**src/rtl/print_arbiter.sv**
```systemverilog
// print_arbiter: shares one UART print engine among NUM_REQ requesters using
// round-robin arbitration. The winning message is latched, one start strobe is
// sent to the engine, and no new grant is made until the engine has taken the
// message and gone idle again, or has failed to take it within ACCEPT_TIMEOUT.
module print_arbiter #(
  parameter int NUM_REQ        = 4,
  parameter int MSG_BYTES      = 16,
  parameter int ACCEPT_TIMEOUT = 15
) (
  input  logic                           print_clk,
  input  logic                           print_rst,
  input  logic [NUM_REQ-1:0]             req_valid,
  output logic [NUM_REQ-1:0]             req_ready,
  input  logic [NUM_REQ-1:0]             req_type,
  input  logic [NUM_REQ*8-1:0]           req_len,
  input  logic [NUM_REQ*MSG_BYTES*8-1:0] req_data,
  output logic                           pr_start,
  output logic                           pr_type,
  output logic [7:0]                     pr_len,
  output logic [MSG_BYTES*8-1:0]         pr_data,
  input  logic                           pr_idle,
  output logic [$clog2(NUM_REQ)-1:0]     grant_id,
  output logic                           busy,
  output logic [7:0]                     err_cnt
);

  localparam int IDW = $clog2(NUM_REQ);
  localparam int CW  = $clog2(ACCEPT_TIMEOUT + 1);
  localparam int DW  = MSG_BYTES * 8;

  typedef enum logic [1:0] {
    ST_IDLE      = 2'd0,
    ST_ISSUE     = 2'd1,
    ST_WAIT_ACC  = 2'd2,
    ST_WAIT_DONE = 2'd3
  } state_t;

  // Returns {found, index}: first valid requester after ptr, wrapping around.
  function automatic logic [IDW:0] rr_pick(input logic [NUM_REQ-1:0] valid,
                                           input logic [IDW-1:0]     ptr);
    logic [IDW:0] res;
    int           idx;
    res = '0;
    for (int k = 1; k <= NUM_REQ; k++) begin
      idx = (int'(ptr) + k) % NUM_REQ;
      res = (!res[IDW] && valid[IDW'(idx)]) ? {1'b1, IDW'(idx)} : res;
    end
    return res;
  endfunction

  // Returns {clamped, length}: STR messages carry no length, bad HEX lengths clamp.
  function automatic logic [8:0] len_rule(input logic typ, input logic [7:0] len);
    logic [8:0] res;
    if (typ == 1'b0) begin
      res = {1'b0, 8'h00};
    end else if ((len == 8'h00) || (len > 8'(MSG_BYTES))) begin
      res = {1'b1, 8'(MSG_BYTES)};
    end else begin
      res = {1'b0, len};
    end
    return res;
  endfunction

  state_t           state_r, state_nxt_s;
  logic [IDW-1:0]   ptr_r;
  logic [CW-1:0]    cnt_r, cnt_nxt_s;
  logic [IDW:0]     pick_s;
  logic             pick_found_s;
  logic [IDW-1:0]   pick_idx_s;
  logic [8:0]       pick_len_s;
  logic [DW-1:0]    pick_data_s;
  logic             grant_s;
  logic             timeout_s;
  logic             err_inc_s;

  logic [NUM_REQ-1:0] req_ready_r;
  logic               pr_start_r;
  logic               pr_type_r;
  logic [7:0]         pr_len_r;
  logic [DW-1:0]      pr_data_r;
  logic [IDW-1:0]     grant_id_r;
  logic               busy_r;
  logic [7:0]         err_cnt_r;

  // Select the round-robin winner and fetch its type/length/payload slices.
  always_comb begin
    pick_s       = rr_pick(req_valid, ptr_r);
    pick_found_s = pick_s[IDW];
    pick_idx_s   = pick_s[IDW-1:0];
    pick_len_s   = len_rule(req_type[pick_idx_s], req_len[8*int'(pick_idx_s) +: 8]);
    pick_data_s  = req_data[DW*int'(pick_idx_s) +: DW];
  end

  // Next-state logic: grant, issue, wait for acceptance, wait for completion.
  always_comb begin
    state_nxt_s = state_r;
    cnt_nxt_s   = cnt_r;
    grant_s     = 1'b0;
    timeout_s   = 1'b0;
    case (state_r)
      ST_IDLE: begin
        if (pr_idle && pick_found_s) begin
          grant_s     = 1'b1;
          state_nxt_s = ST_ISSUE;
        end else begin
          state_nxt_s = ST_IDLE;
        end
      end
      ST_ISSUE: begin
        cnt_nxt_s   = '0;
        state_nxt_s = ST_WAIT_ACC;
      end
      ST_WAIT_ACC: begin
        if (!pr_idle) begin
          state_nxt_s = ST_WAIT_DONE;
        end else if (cnt_r == CW'(ACCEPT_TIMEOUT - 1)) begin
          // Engine never took the message: drop it and free the arbiter.
          timeout_s   = 1'b1;
          state_nxt_s = ST_IDLE;
        end else begin
          cnt_nxt_s   = cnt_r + CW'(1'b1);
        end
      end
      ST_WAIT_DONE: begin
        if (pr_idle) begin
          state_nxt_s = ST_IDLE;
        end else begin
          state_nxt_s = ST_WAIT_DONE;
        end
      end
      default: begin
        state_nxt_s = ST_IDLE;
      end
    endcase
    err_inc_s = (grant_s && pick_len_s[8]) || timeout_s;
  end

  // State register, round-robin pointer and accept-timeout counter.
  always_ff @(posedge print_clk) begin
    if (print_rst) begin
      state_r <= ST_IDLE;
      ptr_r   <= IDW'(NUM_REQ - 1);
      cnt_r   <= '0;
    end else begin
      state_r <= state_nxt_s;
      cnt_r   <= cnt_nxt_s;
      if (grant_s) begin
        ptr_r <= pick_idx_s;
      end
    end
  end

  // Registered outputs: strobes for the issue cycle, latched message, error count.
  always_ff @(posedge print_clk) begin
    if (print_rst) begin
      req_ready_r <= '0;
      pr_start_r  <= 1'b0;
      pr_type_r   <= 1'b0;
      pr_len_r    <= 8'h00;
      pr_data_r   <= '0;
      grant_id_r  <= '0;
      busy_r      <= 1'b0;
      err_cnt_r   <= 8'h00;
    end else begin
      pr_start_r  <= grant_s;
      req_ready_r <= grant_s ? ({{(NUM_REQ-1){1'b0}}, 1'b1} << pick_idx_s) : '0;
      busy_r      <= (state_nxt_s != ST_IDLE);
      if (grant_s) begin
        pr_type_r  <= req_type[pick_idx_s];
        pr_len_r   <= pick_len_s[7:0];
        pr_data_r  <= pick_data_s;
        grant_id_r <= pick_idx_s;
      end
      if (err_inc_s && (err_cnt_r != 8'hFF)) begin
        err_cnt_r <= err_cnt_r + 8'h01;
      end
    end
  end

  assign req_ready = req_ready_r;
  assign pr_start  = pr_start_r;
  assign pr_type   = pr_type_r;
  assign pr_len    = pr_len_r;
  assign pr_data   = pr_data_r;
  assign grant_id  = grant_id_r;
  assign busy      = busy_r;
  assign err_cnt   = err_cnt_r;

endmodule
```
**config.mk**
```make
export PLATFORM = sky130hd
export DESIGN_NAME = print_arbiter
export DESIGN_NICKNAME = d
export VERILOG_FILES = /design/src/rtl/print_arbiter.sv
export SDC_FILE = /design/constraint.sdc
export NUM_CORES = 1
export LEC_CHECK = 0
export CORE_AREA = 4 4 275 277
export DETAILED_ROUTE_END_ITERATION = 7
export DIE_AREA = 0 0 279 281
export DONT_BUFFER_PORTS = 1
export GPL_TIMING_DRIVEN = 0
export PLACE_DENSITY_LB_ADDON = 0.25
export SETUP_SLACK_MARGIN = 0.5
export SKIP_LAST_GASP = 1
export SLEW_MARGIN = 20
export SYNTH_ARGS = -nofsm -noshare
export SYNTH_HDL_FRONTEND = slang
export SYNTH_SLANG_ARGS = --single-unit
```
**constraint.sdc**
```tcl
create_clock -name print_clk -period 3.06 [get_ports print_clk]
set_input_delay 0.459 -clock print_clk [delete_from_list [all_inputs] [get_ports print_clk]]
set_output_delay 0.459 -clock print_clk [all_outputs]
set_load 0.1 [all_outputs]
```
* Word level (Yosys, flattened, before mapping)
Cells that the tools add are included.
Storage, ports and cells: bits in registers 161, latch bits 0, bits in writable memories 0, bits in read-only memories 0, input port bits 555, output and inout bits 153, memories 0
Operators by class: add/subtract/negate cells 6, multiply operators 0, divide/modulo/power cells 0, order comparisons 6, equal/unequal tests 7, shift-type cells 3, mux-type cells 33, bitwise gates (word level) 1, reduce and logical (&&, ||, !) cells 17
Operators with widths (count):
- 512-bit by 10-bit variable part select with 128-bit output | 1
- 32-bit by 6-bit variable part select with 8-bit output | 1
- 9-bit two-way mux | 2
- 2-bit by 4-bit < comparator with 1-bit output, second input constant | 4
- 1-bit two-way mux | 15
- 3-bit two-way mux | 4
- 1-bit binary-select mux with 2-bit select | 5
- 8-bit by 1-bit adder with 8-bit output, second input constant | 1
- 8-bit by 5-bit greater-than comparator with 1-bit output, second input constant | 1
- 8-bit logical NOT | 1
- 4-bit two-way mux | 2
- 8-bit inequality test, second input constant | 1
- 2-bit one-hot mux with 4 select lines | 1
- 4-bit one-hot mux with 2 select lines | 1
- 1-bit logical AND | 6
- 2-bit two-way mux | 3
- 2-bit by 1-bit adder with 2-bit output, second input constant | 2
- 2-bit adder, second input constant | 2
- 4-bit by 1-bit adder with 4-bit output, second input constant | 1
- 2-bit equality test, second input constant | 2
- 4-bit equality test, second input constant | 1
- 2-bit inequality test, second input constant | 2
- 2-bit nonzero test | 2
- 1-bit by 2-bit << shifter with 4-bit output, first input constant | 1
- other kinds (8) | 11

* Logic depth before layout (Yosys ltp)
Gate-level depths: netlist (run 1).
word-level depth 22, gate-level depth with buffers 10

* Worst setup path after synthesis (run 1)
Ideal clock, no wire load.
kind input port to flip-flop, from input req_valid[2], to register err_cnt_r[2], in the netlist err_cnt[2], arrival 2536 ps, required time 2937 ps, setup slack 401 ps, stages 9, path buffers 2, cells stage by stage buf_2 -> inv_1 -> a221oi_1 -> o32a_1 -> buf_2 -> mux2_2 -> o311ai_4 -> a211oi_1 -> mux2_1
Between the ends: longest elaborated chain between the ends 21, elaborated cells on any way between the ends 36
RTL lines:
- from (decl) | RTL line 12 | input logic [NUM_REQ-1:0] req_valid,
- 1-bit binary-select mux with 2-bit select | RTL line 46 | res = (!res[IDW] && valid[IDW'(idx)]) ? {1'b1, IDW'(idx)} : res;
- 1-bit two-way mux (implied by the code) (2 in a row) | RTL line 46
- 3-bit two-way mux | RTL line 46
- 1-bit logical NOT | RTL line 46
- 1-bit logical AND | RTL line 46
- 3-bit two-way mux | RTL line 46
- 1-bit logical NOT | RTL line 46
- 1-bit logical AND | RTL line 46
- (+4 left out)
- 32-bit by 6-bit variable part select with 8-bit output | RTL line 90 | pick_len_s = len_rule(req_type[pick_idx_s], req_len[8*int'(pick_idx_s) +: 8]);
- 8-bit by 5-bit greater-than comparator with 1-bit output or 8-bit logical NOT (tied branches) | RTL line 56 | end else if ((len == 8'h00) || (len > 8'(MSG_BYTES))) begin
- 1-bit logical OR | RTL line 56
- 9-bit two-way mux | RTL line 56
- 9-bit two-way mux | RTL line 54 | if (typ == 1'b0) begin
- 1-bit logical AND * | RTL line 135 | err_inc_s = (grant_s && pick_len_s[8]) || timeout_s;
- 1-bit logical OR * | RTL line 135
- 1-bit logical AND * | RTL line 174 | if (err_inc_s && (err_cnt_r != 8'hFF)) begin
- to (signal assigned) | RTL line 175 | err_cnt_r <= err_cnt_r + 8'h01;
- to (decl) | RTL line 83 | logic [7:0] err_cnt_r;
Every way passes the cells marked *; elsewhere a longest branch is shown, timed or not. The select of a mux whose other input is x is not followed. A chain may end at the register's enable or synchronous reset.

* Final worst setup path (run 1)
from register ptr_r[1], to register err_cnt_r[5], in the netlist err_cnt[5]
Between the ends: longest elaborated chain between the ends 22, elaborated cells on any way between the ends 40
RTL lines:
- from (decl) | RTL line 65 | logic [IDW-1:0] ptr_r;
- from (signal assigned) | RTL line 142 | ptr_r <= IDW'(NUM_REQ - 1);
- from (signal assigned) | RTL line 148 | ptr_r <= pick_idx_s;
- 2-bit by 1-bit adder with 2-bit output | RTL line 45 | idx = (int'(ptr) + k) % NUM_REQ;
- 1-bit binary-select mux with 2-bit select | RTL line 46
- 1-bit two-way mux (implied by the code) (2 in a row) | RTL line 46
- 3-bit two-way mux | RTL line 46
- 1-bit logical NOT | RTL line 46
- 1-bit logical AND | RTL line 46
- 3-bit two-way mux | RTL line 46
- 1-bit logical NOT | RTL line 46
- (+5 left out)
- 32-bit by 6-bit variable part select with 8-bit output | RTL line 90
- 8-bit by 5-bit greater-than comparator with 1-bit output or 8-bit logical NOT (tied branches) | RTL line 56
- 1-bit logical OR | RTL line 56
- 9-bit two-way mux | RTL line 56
- 9-bit two-way mux | RTL line 54
- 1-bit logical AND * | RTL line 135
- 1-bit logical OR * | RTL line 135
- 1-bit logical AND * | RTL line 174
Marked as above.

==> metrics, run 1 <==
type of origin of the critical path=register; CTS Buffer Depth=2; worst reg-to-reg setup slack=roughly 0.51 ns; CTS Root Buffer Type=clkbuf_16; PortBufs=0; area grow syn2layout=21.0%; worst-path fanout max=10; Die Y=between 200 and 300 µm; Area after DPL=between 10000 and 15000 µm²; mux contribution to synthesized area=1.52%; Synth Flop Type=dfxtp_1; CTS Sinks=161; asr flop ratio synth=0%; Post-synth EDFFs=0; Leak=0.00461 µW; DRC violation total after the first TritonRoute iteration=about 770; Avg WL per Cell=between 20 and 25 µm; post-synthesis xor/xnor area fraction=0.534%; post-synthesis simple-gate area fraction=about half; layout cells sized above 1=8.11%; nets@finish=2209; clock buffer count from CTS=17; Boundary Pins=708; DRC=0; Flop pwr share=47.2%; total grt overflow=0; H-tree levels=4; Final Cycle Share=83.4%; crit path to=err_cnt[5]$_SDFFE_PP0P_; synth warn=0; status=completed; endpoints failing hold=0; Max Cap Violations=0; Worst Skew=approximately 0.017 ns; Gate power share=27.7%; final setup fails=0; Pins Over Slew Limit=0; initial antenna violation count=5; WP data arrival=2.92 ns; vias=12000; Synth Area in Compound Gates=9.64%; ANT nets after route=0; internal power=roughly 4100 µW; capturing point of the worst reg2reg path=err_cnt[5]$_SDFFE_PP0P_; syn_area_per_cell=6.05 µm²; Initial Util=13.5%; first-pass GRT wire length=85900 µm; kind of critical path=reg -> reg; die width=279 µm; Hold Crit Class=in -> reg; CTS tree=done; drt total wl=62500 µm; Detailed Routing Iterations Pass 1=5; Via density=~4.6; Seq/Total Area, Yosys=32.7%; Crit. End Element=register; Clk pin slew, worst setup/hold paths=0.08 ns; cell row count=slightly below 100; Total GRT Usage=15.1%; switching share of power=52.3%; Max IR drop VDD=0.324 mV; Crit path required time=between 3 and 4 ns; slew margin rel.=around a quarter; Clk pwr share=25.1%; DPL Wire Length=52000 µm; DIE AREA=78400 µm²; Net Count, Synth=2185; Skew-Pair Late Insertion Delay=roughly 0.48 ns; # fillers=around 8500; f_max=just under 400 MHz; Placer Congestion=around 0.94; main combinational cell family by area after synthesis=simple AND/OR/NAND/NOR gates; core footprint=approximately 73000 µm²; largest net degree at the start of global routing=18; worst r2r src=ptr_r[1]$_SDFFE_PP1P_; Post-Layout Cell Count=2625; Synth cell types=48; Cells after DPL=2588; PwrDens=724 nW/µm²; hold-fix buffer count after cts=0; CP Launch Point=ptr_r[1]$_SDFFE_PP1P_; worst slew pin tran=1.13 ns; cell area after synthesis=around 9800 µm²; vias in the first global route=between 10000 and 15000; min Tclk post-route=2.55 ns; RSZ-0062 raised after global routing=yes; cells after synthesis=1627; Post-Synth Adder-Cell Area=0.381%; #FFs+latches synth=161; P_sw=4510 µW; Final Cell Area=11900 µm²; R2R cell count=9
## power groups by stage
stage	Combinational, µW	Sequential (µW)	Clock [µW]
after floorplan	1460	3990	0
after global placement	2310	4130	0
after detailed placement	2330	4130	0
after CTS	2400	4090	2300
after global routing	2670	4100	2350
final	2390	4070	2170
## Yosys cell counts, types with 2 or more instances
cell type | n | area share (%)
nor3_1 | 8 | 0.41
nor3b_1 | 2 | 0.15
mux2_2 | 3 | 0.34
xnor2_1 | 2 | 0.18
inv_1 | 4 | 0.15
dfxtp_1 | 161 | 33
nand2b_1 | 4 | 0.25
nand3_1 | 401 | 20
a32o_1 | 4 | 0.41
mux2_1 | 5 | 0.57
o21ai_0 | 2 | 0.10
buf_1 | 19 | 0.72
xor2_1 | 4 | 0.36
ha_1 | 3 | 0.38
buf_2 | 3 | 0.15
nor2_1 | 17 | 0.65
and3_1 | 9 | 0.57
nor4_1 | 5 | 0.32
nor2b_1 | 8 | 0.51
a211oi_1 | 7 | 0.53
nor4bb_1 | 2 | 0.20
a21oi_1 | 135 | 6.9
mux2i_1 | 6 | 0.61
clkbuf_1 | 116 | 4.4
and2_1 | 3 | 0.19
nand2_1 | 672 | 26
## what timing repair did
action	in CTS	in global routing
pin swaps	2	0
hold endpoints to repair	0	0
setup endpoints to repair	149	100
buffers inserted	2	1
gates resized for setup	71	41
## worst min path at each step
stage,startpoint,end,slack [ns],cells after the start
final,pr_idle,state_r[0]$_SDFF_PP0_,0.18,2
after global routing,pr_idle,state_r[0]$_SDFF_PP0_,0.13,2
after CTS,pr_idle,state_r[0]$_SDFF_PP0_,0.11,2
after detailed placement,ptr_r[0]$_SDFFE_PP1P_,ptr_r[0]$_SDFFE_PP1P_,0.54,1
after global placement,ptr_r[0]$_SDFFE_PP1P_,ptr_r[0]$_SDFFE_PP1P_,0.53,1
after floorplan,ptr_r[0]$_SDFFE_PP1P_,ptr_r[0]$_SDFFE_PP1P_,0.49,1
## layer usage
layer	part of all wire, %	up-vias	track usage, %
met2	51	679	27.2
met5	0	-	0
met4	2.5	0	4.55
li1	-	5498	-
met1	37	5705	16.6
met3	9.6	71	5.41
## stage by stage
step	TNS (ns)	util [%]	hold WS, ns	power [µW]	setup slack (ns)
floorplan	0	-	0.487	5450	0.522
global placement	-156.60	15.2	0.527	6430	-1.74
detailed placement	-17.50	15.3	0.535	6460	-0.579
CTS	0	16.3	0.105	8790	0.500
global route	0	16.4	0.134	9120	0.411
finish	0	16.4	0.178	8630	0.507
## kinds of logic after synthesis
logic type / count (synthesis)
muxes: 14
DFF: 161
buffers and inverters: 142
AOI/OAI and AO/OA: 164
xor gates and xnor gates: 6
and+or+nand+nor: 1137
adders and majority gates: 3
## state kept, by name, summed over array words and instances, names as in the netlist
signal and cells:
cnt_r 4, pr_len 8, pr_type 1, pr_data 128, state_r 2, grant_id 2
busy 1, pr_start 1, err_cnt 8, ptr_r 2, req_ready 4
## worst max-delay path, cell delays in order, from the launching register on
cell      delay [ns]
dfxtp_1         0.36
or3b_1          0.45
o221a_2         0.16
clkbuf_4        0.22
mux2i_1         0.18
mux2i_4         0.20
o311ai_4        0.14
buf_12          0.17
a211oi_1        0.23
mux2_1          0.34
## cell type report
type	instances	area, µm²	share of cell area, %
repair buffers	5	70.1	0.588
clock buffers	17	425	3.57
flip-flops and latches	161	3240	27.2
plain buffers	138	672	5.64
inverters	4	15.0	0.126
well taps	959	1200	10.1
clock inverters	15	135	1.13
multi-input cells	1324	6160	51.7
diodes	2	5.00	0.0420
## placed cells by master (no fill, tap or decap), types with 2 or more instances in the layout
cell type and instances:
a32o_1 4, nand3_1 401, nor4bb_1 2, dfxtp_1 149, inv_6 7, inv_1 4
inv_8 5, buf_4 6, clkbuf_1 62, o21ai_0 2, dfxtp_2 12, nor2_1 17
mux2_2 2, xnor2_1 2, xor2_1 4, a21oi_1 135, buf_1 6, ha_1 3
buf_6 3, diode_2 2, nand2_1 672, a211oi_1 5, clkbuf_8 4, mux2i_1 5
clkinv_2 2, and3_1 9, clkbuf_2 46, nand2b_1 4, a211oi_2 2, nor2b_1 8
nor4_1 5, mux2_1 5, nor3_1 8, and2_1 3, clkbuf_16 17, clkbuf_4 2
buf_2 12
Note: power is estimated with default switching activity, not from simulation.
==> run 2, diff against run 1 <==
clock period = 2.2 ns   (was 3.06 ns; I/O delays follow)
==> run 2 against run 1 <==
The run now ends with negative setup slack left; cell count grew 3.0%; sequential share of layout area decreased by 6.0 points; cell area increased by 28%; clock power is 49% higher; first-iteration DRC count rose by 11%; global-route usage up 0.46 points; wire length increased by 5.6%; worst hold slack worse by 0.089 ns; critical path depth did not move; critical path type unchanged.
==> metrics, run 2 (synthesis results as in run 1) <==
layout cells sized above 1=27.7%; Avg WL per Cell=24.4 µm; worst r2r src=ptr_r[0]$_SDFFE_PP1P_; Crit. End Element=register; Boundary Pins=708; Pins Over Slew Limit=0; clock buffer count from CTS=17; hold depth=2; Via density=4.63; WP data arrival=2.86 ns; DIE AREA=78400 µm²; PwrDens=approximately 900 nW/µm²; worst reg-to-reg setup slack=-0.30 ns; Hold Crit Class=in -> reg; Clk pin slew, worst setup/hold paths=approximately 0.080 ns; die width=279 µm; failing checks=negative setup slack; endpoints failing hold=0; Placer Congestion=0.948; Skew-Pair Late Insertion Delay=about 0.47 ns; PortBufs=0; commonest cells after routing, fill and taps aside=640 x nand2_1, 242 x nand3_1, 149 x dfxtp_1, 127 x nand3_2, 105 x a21oi_1; Die Y=between 200 and 300 µm; HP Start=print_rst; Total GRT Usage=between 10% and 20%; first-pass GRT wire length=between 80000 and 90000 µm; Final Cycle Share=114%; area grow syn2layout=55.4%; R2R cell count=9; hold slack=between 0.08 and 0.09 ns; Area after DPL=between 10000 and 15000 µm²; core footprint=72800 µm²; largest net degree at the start of global routing=17; slew margin rel.=between 20% and 30%; Setup WS post-layout=-0.298 ns; DRC violation total after the first TritonRoute iteration=847; f_max=~400 MHz; DPL Wire Length=51900 µm; vias=12500; vias in the first global route=12800; commonest non-fill, non-tap cell in the layout=nand2_1; total grt overflow=0; Crit path required time=2.56 ns; CTS Sinks=approximately 160; cell row count=99; capturing point of the worst reg2reg path=err_cnt[2]$_SDFFE_PP0P_; CTS Root Buffer Type=clkbuf_16; worst slew pin tran=1.17 ns; H-tree levels=4; DRC=0; Leak=around 0.0060 µW; final setup fails=136; min Tclk post-route=2.50 ns; CTS Buffer Depth=2; Largest register FFs=about 130; Final Cell Area=roughly 15000 µm²; nets@finish=2287; type of origin of the critical path=register; worst-path fanout max=9; initial antenna violation count=5; drt total wl=66000 µm; RSZ-0062 raised after global routing=yes; kind of critical path=reg -> reg; status=finished with violations; Worst Skew=~0.010 ns; CTS tree=done; Max IR drop VDD=0.461 mV; ANT nets after route=0; Max Cap Violations=0; Initial Util=13.5%; Detailed Routing Iterations Pass 1=5; hold path endpoint=err_cnt[0]$_SDFFE_PP0P_
run 2: how the worst max path moves through the flow:
stage	start	slack (ns)	endpoint	depth (start not counted)
finish	ptr_r[0]$_SDFFE_PP1P_	-0.30	err_cnt[2]$_SDFFE_PP0P_	9
floorplan	ptr_r[0]$_SDFFE_PP1P_	-0.11	err_cnt[2]$_SDFFE_PP0P_	8
CTS	ptr_r[0]$_SDFFE_PP1P_	-0.28	err_cnt[2]$_SDFFE_PP0P_	9
detailed placement	state_r[1]$_SDFF_PP0_	-1.43	pr_data[0]$_SDFFE_PP0P_	6
global placement	req_valid[2]	-2.45	pr_data[4]$_SDFFE_PP0P_	7
global route	ptr_r[0]$_SDFFE_PP1P_	-0.37	err_cnt[2]$_SDFFE_PP0P_	9
run 2: final cells by class:
cell class                 count  area, µm²
timing repair buffer          83       1170
antenna                        4       10.0
inverter                       4       15.0
clock buffer                  18        429
buffer                       138       1470
fill                        8194      57500
tap                          959       1200
sequential                   161       3250
clock inverter                14        180
multi-input combinational   1324       7590
run 2: worst max-delay path, cell delays in order (launching register included):
cell and delay (ns):
dfxtp_2 0.36, and2b_2 0.27, nor3b_4 0.19, o32a_1 0.19
buf_6 0.14, mux2_4 0.34, o311ai_4 0.30, buf_12 0.17
a211oi_2 0.07, mux2_1 0.34
run 2: what timing repair did:
| action | in CTS | in global routing |
|---|---|---|
| endpoints found under the hold margin | 1 | 0 |
| gates resized for setup | 396 | 224 |
| pin swaps | 57 | 90 |
| hold buffers | 1 | 0 |
| cloned | 8 | 11 |
| buffers inserted | 45 | 14 |
| endpoints found under the setup margin | 304 | 303 |
run 2: layer usage:
| layer | GRT usage [%] | vias to the layer above | routed length [µm] |
|---|---|---|---|
| met5 | 0 | - | 13 |
| met4 | 5.63 | 2 | 1770 |
| met3 | 5.37 | 96 | 5690 |
| met2 | 27.8 | 702 | 33700 |
| met1 | 17.0 | 6061 | 24800 |
| li1 | - | 5673 | - |
run 2: through the flow:
| stage | power [µW] | instances | util [%] | setup WS, ns | TNS (ns) |
|---|---|---|---|---|---|
| finish | 14100 | 2705 | 21.0 | -0.298 | -15.59 |
| global route | 14800 | 2704 | 21.0 | -0.367 | -27.91 |
| CTS | 13600 | 2676 | 19.2 | -0.282 | -13.28 |
| detailed placement | 9020 | 2590 | 15.4 | -1.43 | -120.51 |
| global placement | 8960 | 2586 | 15.3 | -2.45 | -265.70 |
| floorplan | 7600 | 1627 | - | -0.111 | -0.597 |
run 2: power breakdown:
group / internal (µW) / switching, µW
Clock: 1800 / 1440
Combinational: 2200 / 2960
Sequential: 3220 / 2450
Total: 7220 / 6850
==> run 3, diff against run 2 <==
ABC_AREA = 1   (was not set)
ABC_CLOCK_PERIOD_IN_PS = 2600   (was not set)
CORE_AREA = 4 4 272 274   (was 4 4 275 277)
DIE_AREA = 0 0 276 278   (was 0 0 279 281)
clock period = 2.6 ns   (was 2.2 ns; I/O delays follow)
==> run 3 against run 2 <==
The flow still finishes with violations (negative setup slack); cell area shrank 0.72%; worst hold slack gained 0.0033 ns; setup slack gained 0.27 ns; sequential share of layout area grew 0.11 points; first-iteration DRC count shrank 6.8%; utilization grew 0.28 points; maximum frequency shrank 4.9%; synthesized area shrank 1.7%; clock skew grew 0.0035 ns; critical endpoint is now err_cnt[5]$_SDFFE_PP0P_.
==> metrics, run 3 <==
DIE AREA=76700 µm²; die width=approximately 280 µm; Die Y=~280 µm; CTS tree=done; Largest register FFs=between 100 and 150; clock buffer count from CTS=17; cell row count=98; final setup fails=9; vias=12100; syn_area_per_cell=between 6 and 7 µm²; initial antenna violation count=14; min Tclk post-route=2.63 ns; Avg WL per Cell=roughly 29 µm; #FFs+latches synth=161; worst r2r src=ptr_r[0]$_SDFFE_PP1P_; RSZ-0062 raised after global routing=yes; hold depth=2; area share of the largest cell type after synthesis=33.3%; Net Count, Synth=2007; Crit path required time=2.96 ns; Boundary Pins=708; CTS Sinks=161; worst slew pin tran=roughly 1.2 ns; Skew-Pair Late Insertion Delay=0.49 ns; # fillers=8052; commonest cells after routing, fill and taps aside=275 x o21ai_0, 220 x nor2_1, 152 x dfxtp_1, 129 x a31oi_1, 101 x o21bai_1; WP data arrival=2.98 ns; dpl ws=-1.36 ns; cell area after synthesis=9680 µm²; Area contributors post-synth=dfxtp_1 33%, o21ai_0 20%, nor2_1 11%; Setup WS post-layout=-0.0256 ns; H-tree levels=4; Synth cell types=33; Post-synth EDFFs=0; largest net degree at the start of global routing=18; failing checks=negative setup slack; Worst Skew=0.0139 ns; Detailed Routing Iterations Pass 1=5; hold slack=around 0.093 ns; R2R cell count=20; DRC violation total after the first TritonRoute iteration=789; Synth top cells by count=392 x o21ai_0, 273 x nor2_1, 161 x dfxtp_1; worst reg-to-reg setup slack=-0.03 ns; Initial Util=13.6%; layout cells sized above 1=a little under a third; f_max=381 MHz; commonest non-fill, non-tap cell in the layout=o21ai_0; vias in the first global route=12000; Crit. End Element=register; Max Cap Violations=0; first-pass GRT wire length=96300 µm; CTS Buffer Depth=2; Final Cycle Share=101%; Hold Crit Class=in -> reg; Synth Flop Type=dfxtp_1; type of origin of the critical path=register; HP Start=req_data[295]; status=finished with violations; Yosys top cell by area=dfxtp_1; nets@finish=2122; Total GRT Usage=17.5%; area grow syn2layout=57.0%; Via density=between 4 and 5; Clk pin slew, worst setup/hold paths=0.09 ns; core footprint=around 70000 µm²; asr flop ratio synth=0%; synth warn=0; worst-path fanout max=10; CTS Root Buffer Type=clkbuf_16; hold-fix buffer count after cts=0; ANT nets after route=0; PortBufs=0; kind of critical path=reg -> reg; DPL Wire Length=53400 µm; Seq/Total Area, Yosys=33.3%; most common cell in the netlist=o21ai_0; total grt overflow=0; DRC=0; drt total wl=72100 µm; slew margin rel.=19.9%; capturing point of the worst reg2reg path=err_cnt[5]$_SDFFE_PP0P_; Pins Over Slew Limit=0; cells after synthesis=1449; endpoints failing hold=0; Placer Congestion=0.951; hold path endpoint=pr_data[39]$_SDFFE_PP0P_
## run 3: changes by cell type in the layout (fill, tap and decap cells not counted), moves of 27 or more
cell,previous run,this run
o21ai_1,1,70
nand3_4,32,4
nand3_2,127,13
a21oi_1,105,8
nor2_1,17,220
o21ai_2,0,41
o21ai_0,2,275
nand2_1,640,49
a31oi_1,1,129
o21bai_1,0,101
o21bai_4,0,27
nand3_1,242,19
nor2_2,0,38
## run 3: how the worst max path moves through the flow
| stage | from | to | slack, ns | cells after the start |
|---|---|---|---|---|
| 2_1_floorplan | ptr_r[0]$_SDFFE_PP1P_ | err_cnt[2]$_SDFFE_PP0P_ | 0.49 | 22 |
| 3_3_place_gp | ptr_r[0]$_SDFFE_PP1P_ | pr_data[44]$_SDFFE_PP0P_ | -1.32 | 15 |
| 3_5_place_dp | ptr_r[0]$_SDFFE_PP1P_ | pr_data[44]$_SDFFE_PP0P_ | -1.36 | 15 |
| 4_1_cts | ptr_r[0]$_SDFFE_PP1P_ | err_cnt[6]$_SDFFE_PP0P_ | -0.01 | 21 |
| 5_1_grt | ptr_r[0]$_SDFFE_PP1P_ | err_cnt[5]$_SDFFE_PP0P_ | -0.16 | 20 |
| 6_report | ptr_r[0]$_SDFFE_PP1P_ | err_cnt[5]$_SDFFE_PP0P_ | -0.03 | 20 |
## run 3: routing by layer
metal,part of all wire (%),GRT usage (%),vias to the layer above
li1,-,-,5369
met1,38,20.1,5917
met2,50,31.2,726
met3,8.5,5.70,107
met4,3.1,5.23,4
met5,0.025,0,-
## run 3: repair_timing
action	in CTS	in global routing
gates cloned	24	10
hold endpoints to repair	0	0
gates resized for setup	479	277
pin swaps	37	104
endpoints found under the setup margin	151	151
buffers inserted	43	18
## run 3: cells by family after synthesis
group           count (synthesis)  synth area share, %
compound gates                667                 39.6
simple gates                  439                 18.7
buf+inv                       172                 7.39
flops                         161                 33.3
xor+xnor                        7                0.633
fa+ha+maj                       3                0.388
## run 3: stage by stage
| stage | cells | area (µm²) | util (%) | TNS (ns) |
|---|---|---|---|---|
| global route | 2530 | 15200 | 21.3 | -4.39 |
| finish | 2531 | 15200 | 21.3 | -0.149 |
| global placement | 2399 | 10900 | 15.3 | -114.07 |
| detailed placement | 2400 | 11000 | 15.3 | -105.35 |
| CTS | 2499 | 14000 | 19.6 | -0.0334 |
| floorplan | 1449 | 9750 | - | 0 |
## run 3: layout make-up
type	count	area [µm²]	share of cell area, %
well taps	950	1190	7.82
multi-input cells	1117	6900	45.4
clock inverters	15	146	0.963
repair buffers	93	1410	9.25
flip-flops and latches	161	3240	21.3
inverters	36	170	1.12
plain buffers	136	1690	11.1
repair inverters	2	20.0	0.132
clock buffers	17	425	2.80
diodes	4	10.0	0.0659
## run 3: worst max-delay path: stages, from the launching register on
cell,delay [ns]
dfxtp_4,0.37
buf_8,0.15
buf_12,0.12
inv_6,0.06
nand2_1,0.07
nand3_1,0.08
nand2_2,0.07
nor2_4,0.14
nand3_4,0.11
buf_4,0.17
buf_8,0.15
nand4_1,0.10
nand3_2,0.13
nand2_1,0.13
nor2_4,0.04
nand3_2,0.09
nand3_4,0.14
nand2_8,0.12
nand2_8,0.10
nand2_2,0.08
a21oi_2,0.06
Power of run 3 is not shown: default switching activity piles up to over one toggle a cycle in this logic, so the estimate is an artifact.
